### src/rtl/disc_pkg.sv
// Shared definitions for the discriminator channel array: FSM encoding,
// default parameter values and the counter saturation helper.
package disc_pkg;

  typedef enum logic [1:0] {
    LOW  = 2'd0,
    HOLD = 2'd1,
    HIGH = 2'd2
  } disc_state_t;

  localparam int DEF_NCHAN    = 8;
  localparam int DEF_DEGLITCH = 3;
  localparam int DEF_STRETCH  = 4;
  localparam int DEF_CNT_W    = 16;
  localparam int DEF_SEL_W    = 3;

  // All-ones value of a w-bit counter, returned in a 64-bit container.
  function automatic logic [63:0] cnt_sat(input int w);
    logic [63:0] v;
    v = '0;
    for (int i = 0; i < 64; i++) begin
      if (i < w) v[i] = 1'b1;
    end
    return v;
  endfunction

endpackage

### src/rtl/disc_chan.sv
// One discriminator channel: 2-flop synchroniser, deglitch/stretch FSM, EDGE
// pulse and, when DISC_EDGE_CNT_EN is defined, a saturating rising-edge counter.
module disc_chan
  import disc_pkg::*;
#(
  parameter int DEGLITCH = DEF_DEGLITCH,
  parameter int STRETCH  = DEF_STRETCH,
  parameter int CNT_W    = DEF_CNT_W
) (
  input  logic             clk,
  input  logic             rst,
  input  logic             raw,
  input  logic             invert,
  input  logic             mask,
  input  logic             cnt_clr,
  output logic             out,
  output logic             rise,
  output logic [CNT_W-1:0] cnt
);

  localparam int QW = (DEGLITCH > 1) ? $clog2(DEGLITCH) : 1;
  localparam int HW = (STRETCH > 1) ? $clog2(STRETCH) : 1;
  localparam logic [QW-1:0] QLAST = QW'(DEGLITCH - 1);
  localparam logic [HW-1:0] HLOAD = HW'(STRETCH - 1);

  logic          s1, s2, q;
  disc_state_t   state, state_nxt;
  logic [QW-1:0] qcnt, qcnt_nxt;
  logic [HW-1:0] hcnt, hcnt_nxt;
  logic          out_r, rise_r;

  always_ff @(posedge clk or posedge rst) begin
    if (rst) begin
      s1 <= 1'b0;
      s2 <= 1'b0;
    end else begin
      s1 <= raw;
      s2 <= s1;
    end
  end

  assign q = (s2 ^ invert) & ~mask;

  // Mask overrides every state, including an in-progress stretch.
  always_comb begin
    state_nxt = state;
    qcnt_nxt  = qcnt;
    hcnt_nxt  = hcnt;
    if (mask) begin
      state_nxt = LOW;
      qcnt_nxt  = '0;
      hcnt_nxt  = '0;
    end else begin
      case (state)
        LOW: begin
          if (q) begin
            if (qcnt == QLAST) begin
              state_nxt = HOLD;
              hcnt_nxt  = HLOAD;
              qcnt_nxt  = '0;
            end else begin
              qcnt_nxt = qcnt + QW'(1);
            end
          end else begin
            qcnt_nxt = '0;
          end
        end
        HOLD: begin
          if (hcnt == '0) state_nxt = HIGH;
          else            hcnt_nxt  = hcnt - HW'(1);
        end
        HIGH: begin
          if (!q) begin
            if (qcnt == QLAST) begin
              state_nxt = LOW;
              qcnt_nxt  = '0;
            end else begin
              qcnt_nxt = qcnt + QW'(1);
            end
          end else begin
            qcnt_nxt = '0;
          end
        end
        default: begin
          state_nxt = LOW;
          qcnt_nxt  = '0;
          hcnt_nxt  = '0;
        end
      endcase
    end
  end

  always_ff @(posedge clk or posedge rst) begin
    if (rst) begin
      state  <= LOW;
      qcnt   <= '0;
      hcnt   <= '0;
      out_r  <= 1'b0;
      rise_r <= 1'b0;
    end else begin
      state  <= state_nxt;
      qcnt   <= qcnt_nxt;
      hcnt   <= hcnt_nxt;
      out_r  <= (state_nxt != LOW);
      rise_r <= (state == LOW) && (state_nxt == HOLD);
    end
  end

  assign out  = out_r;
  assign rise = rise_r;

`ifdef DISC_EDGE_CNT_EN
  localparam logic [CNT_W-1:0] CMAX = CNT_W'(cnt_sat(CNT_W));

  logic [CNT_W-1:0] cnt_r;

  // Counts the registered EDGE pulse; clear has priority over increment.
  always_ff @(posedge clk or posedge rst) begin
    if (rst) begin
      cnt_r <= '0;
    end else if (cnt_clr) begin
      cnt_r <= '0;
    end else if (rise_r && (cnt_r != CMAX)) begin
      cnt_r <= cnt_r + CNT_W'(1);
    end
  end

  assign cnt = cnt_r;
`else
  logic unused_clr;
  assign unused_clr = cnt_clr;
  assign cnt        = '0;
`endif

endmodule

### src/rtl/disc_chan_array.sv
// NCHAN independent discriminator channels plus counter readback mux.
// Optional counters are enabled by defining DISC_EDGE_CNT_EN.
module disc_chan_array
  import disc_pkg::*;
#(
  parameter int NCHAN    = DEF_NCHAN,
  parameter int DEGLITCH = DEF_DEGLITCH,
  parameter int STRETCH  = DEF_STRETCH,
  parameter int CNT_W    = DEF_CNT_W,
  parameter int SEL_W    = DEF_SEL_W
) (
  input  logic             CLK,
  input  logic             RST,
  input  logic [NCHAN-1:0] IN,
  input  logic [NCHAN-1:0] INVERT,
  input  logic [NCHAN-1:0] MASK,
  output logic [NCHAN-1:0] OUT,
  output logic [NCHAN-1:0] EDGE,
  input  logic             CNT_CLR,
  input  logic [SEL_W-1:0] CNT_SEL,
  output logic [CNT_W-1:0] CNT_VAL
);

  logic [NCHAN-1:0][CNT_W-1:0] cnt;

  for (genvar g = 0; g < NCHAN; g++) begin : g_chan
    disc_chan #(
      .DEGLITCH(DEGLITCH),
      .STRETCH (STRETCH),
      .CNT_W   (CNT_W)
    ) u_chan (
      .clk    (CLK),
      .rst    (RST),
      .raw    (IN[g]),
      .invert (INVERT[g]),
      .mask   (MASK[g]),
      .cnt_clr(CNT_CLR),
      .out    (OUT[g]),
      .rise   (EDGE[g]),
      .cnt    (cnt[g])
    );
  end

`ifdef DISC_EDGE_CNT_EN
  logic [CNT_W-1:0] sel_val;

  // Selects beyond the populated channels read back as zero.
  always_comb begin
    sel_val = '0;
    for (int i = 0; i < NCHAN; i++) begin
      if (CNT_SEL == SEL_W'(i)) sel_val = cnt[i];
    end
  end

  always_ff @(posedge CLK or posedge RST) begin
    if (RST) CNT_VAL <= '0;
    else     CNT_VAL <= sel_val;
  end
`else
  logic unused_rb;
  assign unused_rb = ^{CNT_SEL, cnt};
  assign CNT_VAL   = '0;
`endif

endmodule
### config.mk
export PLATFORM = sky130hd
export DESIGN_NAME = disc_chan_array
export DESIGN_NICKNAME = d
export VERILOG_FILES = /design/src/rtl/disc_pkg.sv /design/src/rtl/disc_chan.sv /design/src/rtl/disc_chan_array.sv
export SDC_FILE = /design/constraint.sdc
export NUM_CORES = 1
export LEC_CHECK = 0
export ABC_AREA = 1
export CORE_ASPECT_RATIO = 1.1
export CORE_MARGIN = 10
export CORE_UTILIZATION = 55
export CTS_BUF_LIST = sky130_fd_sc_hd__clkbuf_8
export CTS_CLUSTER_SIZE = 28
export DETAILED_ROUTE_END_ITERATION = 8
export PLACE_DENSITY = 0.81
export SLEW_MARGIN = 10
export SYNTH_ARGS = -nofsm -noshare
export SYNTH_HDL_FRONTEND = slang
export SYNTH_SLANG_ARGS = --single-unit
### constraint.sdc
create_clock -name CLK -period 8 [get_ports CLK]
set_input_delay 1.6 -clock CLK [delete_from_list [all_inputs] [get_ports CLK]]
set_output_delay 1.6 -clock CLK [all_outputs]
set_load 0.02 [all_outputs]
# [After elaboration in Yosys (flattened, before gate mapping)]
# Cells that the tools add are included.
[totals] register_bits=80 inputBits=30 wordCells=344
[op_classes] mux=136 bitwise=24 eq_ne=72 addsub=16 reduce_logical=40
[ops] op="2-bit two-way mux" count=112
[ops] op="2-bit one-hot mux with 3 select lines" count=24
[ops] op="3-bit by 2-bit inequality test with 1-bit output, second input constant" count=16
[ops] op="2-bit by 1-bit equality test with 1-bit output, second input constant" count=16
[ops] op="2-bit equality test, second input constant" count=16
[ops] op="2-bit logical NOT" count=16
[ops] op="2-bit inequality test, second input constant" count=16
[ops] op="4-bit AND reduction" count=8
[ops] op="3-bit inequality test, second input constant" count=8
[ops] op="2-bit by 1-bit adder with 2-bit output, second input constant" count=8
[ops] op="2-bit nonzero test" count=8
[ops] op="2-bit by 1-bit subtractor with 2-bit output, second input constant" count=8
[ops] op="1-bit bitwise AND" count=8
[ops] op="1-bit logical AND" count=8
[ops] op="1-bit NOT" count=8
[ops] op="1-bit bitwise XOR" count=8

# [Longest topological paths before layout]
[depth] depth_word=7 depth_mapped=8 depth_no_buf=8

# [Cells and area by module]
# From an unflattened synthesis, not the netlist that was laid out.
[unflattened] hier_cells=765 hier_area_um2=5671.7
[modules_own_cells] module="disc_chan (g_chan[1].u_chan ...)" area_each_um2=698.2 seq_area_each_um2=250.2 instances=7 cells_each=94
[modules_own_cells] module="disc_chan (g_chan[0].u_chan)" area_each_um2=660.6 seq_area_each_um2=250.2 instances=1 cells_each=90
[modules_own_cells] module="disc_chan_array" area_each_um2=123.9 seq_area_each_um2=0.0 instances=1 cells_each=17

# [Least setup slack after synthesis]
# Ideal clock, no wire load.
[synth_timing] path_kind="input port to flip-flop" start="in MASK[1]" end="reg g_chan[1].u_chan.hcnt[0]" path_slack_ns=5.791 required_ns=7.883 n_path_buf=0 arrival_time_ns=2.092 cell_stages=6 cell_sequence="nor2_2 nand2_2 inv_2 nand2_1 nand3b_1 nand2_1"
[synth_between] elab_chain_len=4 elab_cells_between_ends=8 classes_between="eq/ne (4); mux (1); bitwise (2); reduce/logical (1)"
[synth_lines] item="start: declaration" line_no="disc_chan_array.sv:16" source="input logic [NCHAN-1:0] MASK,"
[synth_lines] item="1-bit NOT" line_no="disc_chan.sv:42" source="assign q = (s2 ^ invert) & ~mask;"
[synth_lines] item="1-bit bitwise AND" line_no="disc_chan.sv:42"
[synth_lines] item="3-bit by 2-bit inequality test with 1-bit output (no line)"
[synth_lines] item="4-bit AND reduction (no line)"
[synth_lines] item="end signal: assignment" line_no="disc_chan.sv:103" source="hcnt <= hcnt_nxt;"
[synth_lines] item="end: declaration" line_no="disc_chan.sv:29" source="logic [HW-1:0] hcnt, hcnt_nxt;"
# Parallel ways exist; a longest one is shown, timed or not.
# A chain may end at the register's enable or synchronous reset.

# [Final worst setup path]
[layout_timing] start="reg g_chan[7].u_chan.out_r" end="out OUT[7]"
[layout_rtl] item="start: declaration" line_no="disc_chan.sv:30" source="logic out_r, rise_r;"
[layout_rtl] item="start signal: assignment" line_no="disc_chan.sv:104" source="out_r <= (state_nxt != LOW);"
[layout_rtl] item="end: declaration" line_no="disc_chan_array.sv:17" source="output logic [NCHAN-1:0] OUT,"
# No word-level cell between the ends.

==> results_dict.tcl <==
set metrics [dict create \
    finalCritPeriodShare 0.363 \
    antennaDiodeCount 0 \
    arrival_ps 1300 \
    crit_buf_inv 1 \
    sequentialPowerShare 0.554 \
    die_width_um 104 \
    grt_max_degree 81 \
    start_util 0.569 \
    cp_max_fo 1 \
    layout_commonest_cell "nand2_1" \
    ys_seq_elements 80 \
    slowest_delay_ps 610 \
    die_h_um 113 \
    rr_worst_depth 6 \
    first_global_vias 3347 \
    critPathLaunchType "register" \
    syn-instance-count 554 \
    worst_clock_skew_ps 9.67 \
    power_density_nw_per_um2 160 \
    ys_warn_count 0 \
    fin_setup_tns_ps 0 \
    finalHoldViolations 0 \
    p_leak_nw 2.71 \
    grt_pass1_wl_mm 13.8 \
    startpoint "g_chan[7].u_chan.out$_DFF_PP0_" \
    std_cell_rows 33 \
    fmax_mhz 344 \
    vias_per_cell 4.81 \
    holdPathEnd "g_chan[1].u_chan.s2$_DFF_PP0_" \
    routabilityCongestion 0.888 \
    clk-insertion-delay-late_ps 340 \
    comb_power_share 0.120 \
    netlist_area_sq_um 4300 \
    final_antenna_net_count 0 \
    vias 3370 \
    crit_required_ps 6400 \
    drive_gt1_frac 0.129 \
    finalMaxSlewViolations 0 \
    setup_viol 0 \
    path_class "register to output pin" \
    first_pass_iters 5 \
    vdd_drop_max_uv 111 \
    grtUsageMet2 0.248 \
    worstMarginPinSlew_ps 954 \
    final_util 0.640 \
    met1_usage 0.147 \
    nNetsFinal 628 \
    cts_tree "built" \
    cts_setup_buffers 0 \
    p_clk_frac 0.326 \
    holdPathStages 0 \
    p_int_w 0.000572 \
    busiest_layer "met2" \
    syn_area_per_cell_sq_um 7.76 \
    layout_common_cells "nand2_1, inv_1, dfrtp_1, nand3_1, clkdlybuf4s50_1" \
    antenna_found_initial 0 \
    rsz0062_at_grt "no" \
    reg2reg_to "g_chan[1].u_chan.hcnt[1]$_DFFE_PP0P_" \
    io_buffers 41 \
    core-area_sq_um 7560 \
    gr-usage-met3 0.0386 \
    dpl.hpwl_mm 5.84 \
    hold_path_class "register to register" \
    layout_min_cycle_time_ps 2900 \
    cts_buffers 9 \
    power_w 0.000773 \
    htree_levels 3 \
    switching_share 0.261 \
    p_switching_w 0.000202 \
    die-area_sq_um 11800 \
    num_io_pins 62 \
    cts_resized 0 \
    netlist-cell-type-count 22 \
    status "finished, final reports clean" \
    ctsHoldBuffers 0 \
    slew_headroom 0.364 \
    hold_ws_ps 350 \
    area_delta_synth_final_pct 12.4 \
    drv_cap 0 \
    cts_root_buf "clkbuf_8" \
    track_usage 0.136 \
    end_kind "output pin" \
    crit_chain "clkdlybuf4s50_1" \
    rrSetupSlack_ps 6820 \
    clockBufferDepth 2 \
    hp-start "g_chan[1].u_chan.s1$_DFF_PP0_" \
    grt_overflow 0 \
    clk_pin_slew_ps 80 \
    initialDrtViolationCount 100 \
    ys_seq_area_frac 0.466 \
    cts.sinks 80 \
    slowest_stage "clkdlybuf4s50_1" \
    cp_top_family "buffers and inverters" \
    drc 0 \
    wl_per_cell_um 10.9 \
    routed_wl_mm 7.65 \
    r2r_start "g_chan[1].u_chan.state[1]$_DFF_PP0_" \
]
## Yosys cell counts
cell type	count	area, sq um
nand2_1	158	593
inv_1	83	312
dfrtp_1	80	2000
nand3_1	48	240
buf_4	32	240
nand2_2	27	169
nor2_1	27	101
inv_2	18	67.6
nand3b_1	13	97.6
nor2_2	11	68.8
nand4_1	10	62.6
o21ai_1	10	50.1
nor3_1	9	45.0
o21ai_0	9	45.0
ha_1	8	100
nor2_4	3	33.8
o21bai_1	3	22.5
conb_1	1	3.75
nand2_4	1	11.3
nand3_2	1	10.0
o21bai_4	1	18.8
or2_0	1	6.26
## routing by layer
layer / up-vias / share of wire
li1: 1730 / -
met3: 6 / 0.056
met1: 1559 / 0.42
met2: 75 / 0.52
met4: 0 / 0.0069
met5: - / 0
## cell type report
class,count,area (sq um)
fillers,667,2720
flip-flops and latches,80,2000
multi-input cells,356,1740
repair buffers,42,418
inverters,101,380
clock buffers,10,138
well taps,105,131
clock inverters,6,28.8
## logic make-up (layout without fill, tap and decap cells)
group / after synthesis / in the layout / synth area share
buffers and inverters: 133 / 159 / 0.144
AO/OA/AOI/OAI: 23 / 23 / 0.0317
flip-flops: 80 / 80 / 0.466
adder cells (fa/ha/maj): 8 / 8 / 0.0233
other: 1 / 16 / 0.000872
AND/OR/NAND/NOR: 309 / 309 / 0.335
## metrics by stage
step | cell area, sq um | instances | setup WS (ps)
floorplan | 4360 | 569 | 4350
global placement | 4670 | 684 | 5080
detailed placement | 4670 | 684 | 5050
CTS | 4830 | 700 | 5070
global route | 4830 | 700 | 5040
finish | 4830 | 700 | 5100
## power groups by stage
stage | Sequential (W) | Clock, W | Combinational, W
after global placement | 0.000435 | 0 | 0.0000892
final | 0.000428 | 0.000252 | 0.0000929
after floorplan | 0.000434 | 0 | 0.0000713
after detailed placement | 0.000436 | 0 | 0.0000934
after CTS | 0.000428 | 0.000261 | 0.0000936
after global routing | 0.000430 | 0.000282 | 0.000107
## flip-flops by register name, indices dropped and copies added, names as in the netlist
name / count
g_chan.u_chan.hcnt: 16
g_chan.u_chan.qcnt: 16
g_chan.u_chan.s1: 8
g_chan.u_chan.out: 8
g_chan.u_chan.rise: 8
g_chan.u_chan.state: 16
g_chan.u_chan.s2: 8
## worst max path at each step
| stage | to | slack, ps | cells after the start |
|---|---|---|---|
| 3_3_place_gp | g_chan[5].u_chan.state[0]$_DFF_PP0_ | 5080 | 3 |
| 5_1_grt | OUT[7] | 5040 | 1 |
| 2_1_floorplan | g_chan[0].u_chan.hcnt[0]$_DFFE_PP0P_ | 4350 | 1 |
| 3_5_place_dp | g_chan[1].u_chan.qcnt[0]$_DFFE_PP0P_ | 5050 | 3 |
| 6_report | OUT[7] | 5100 | 1 |
| 4_1_cts | OUT[7] | 5070 | 1 |
(Power assumes the default switching activity.)
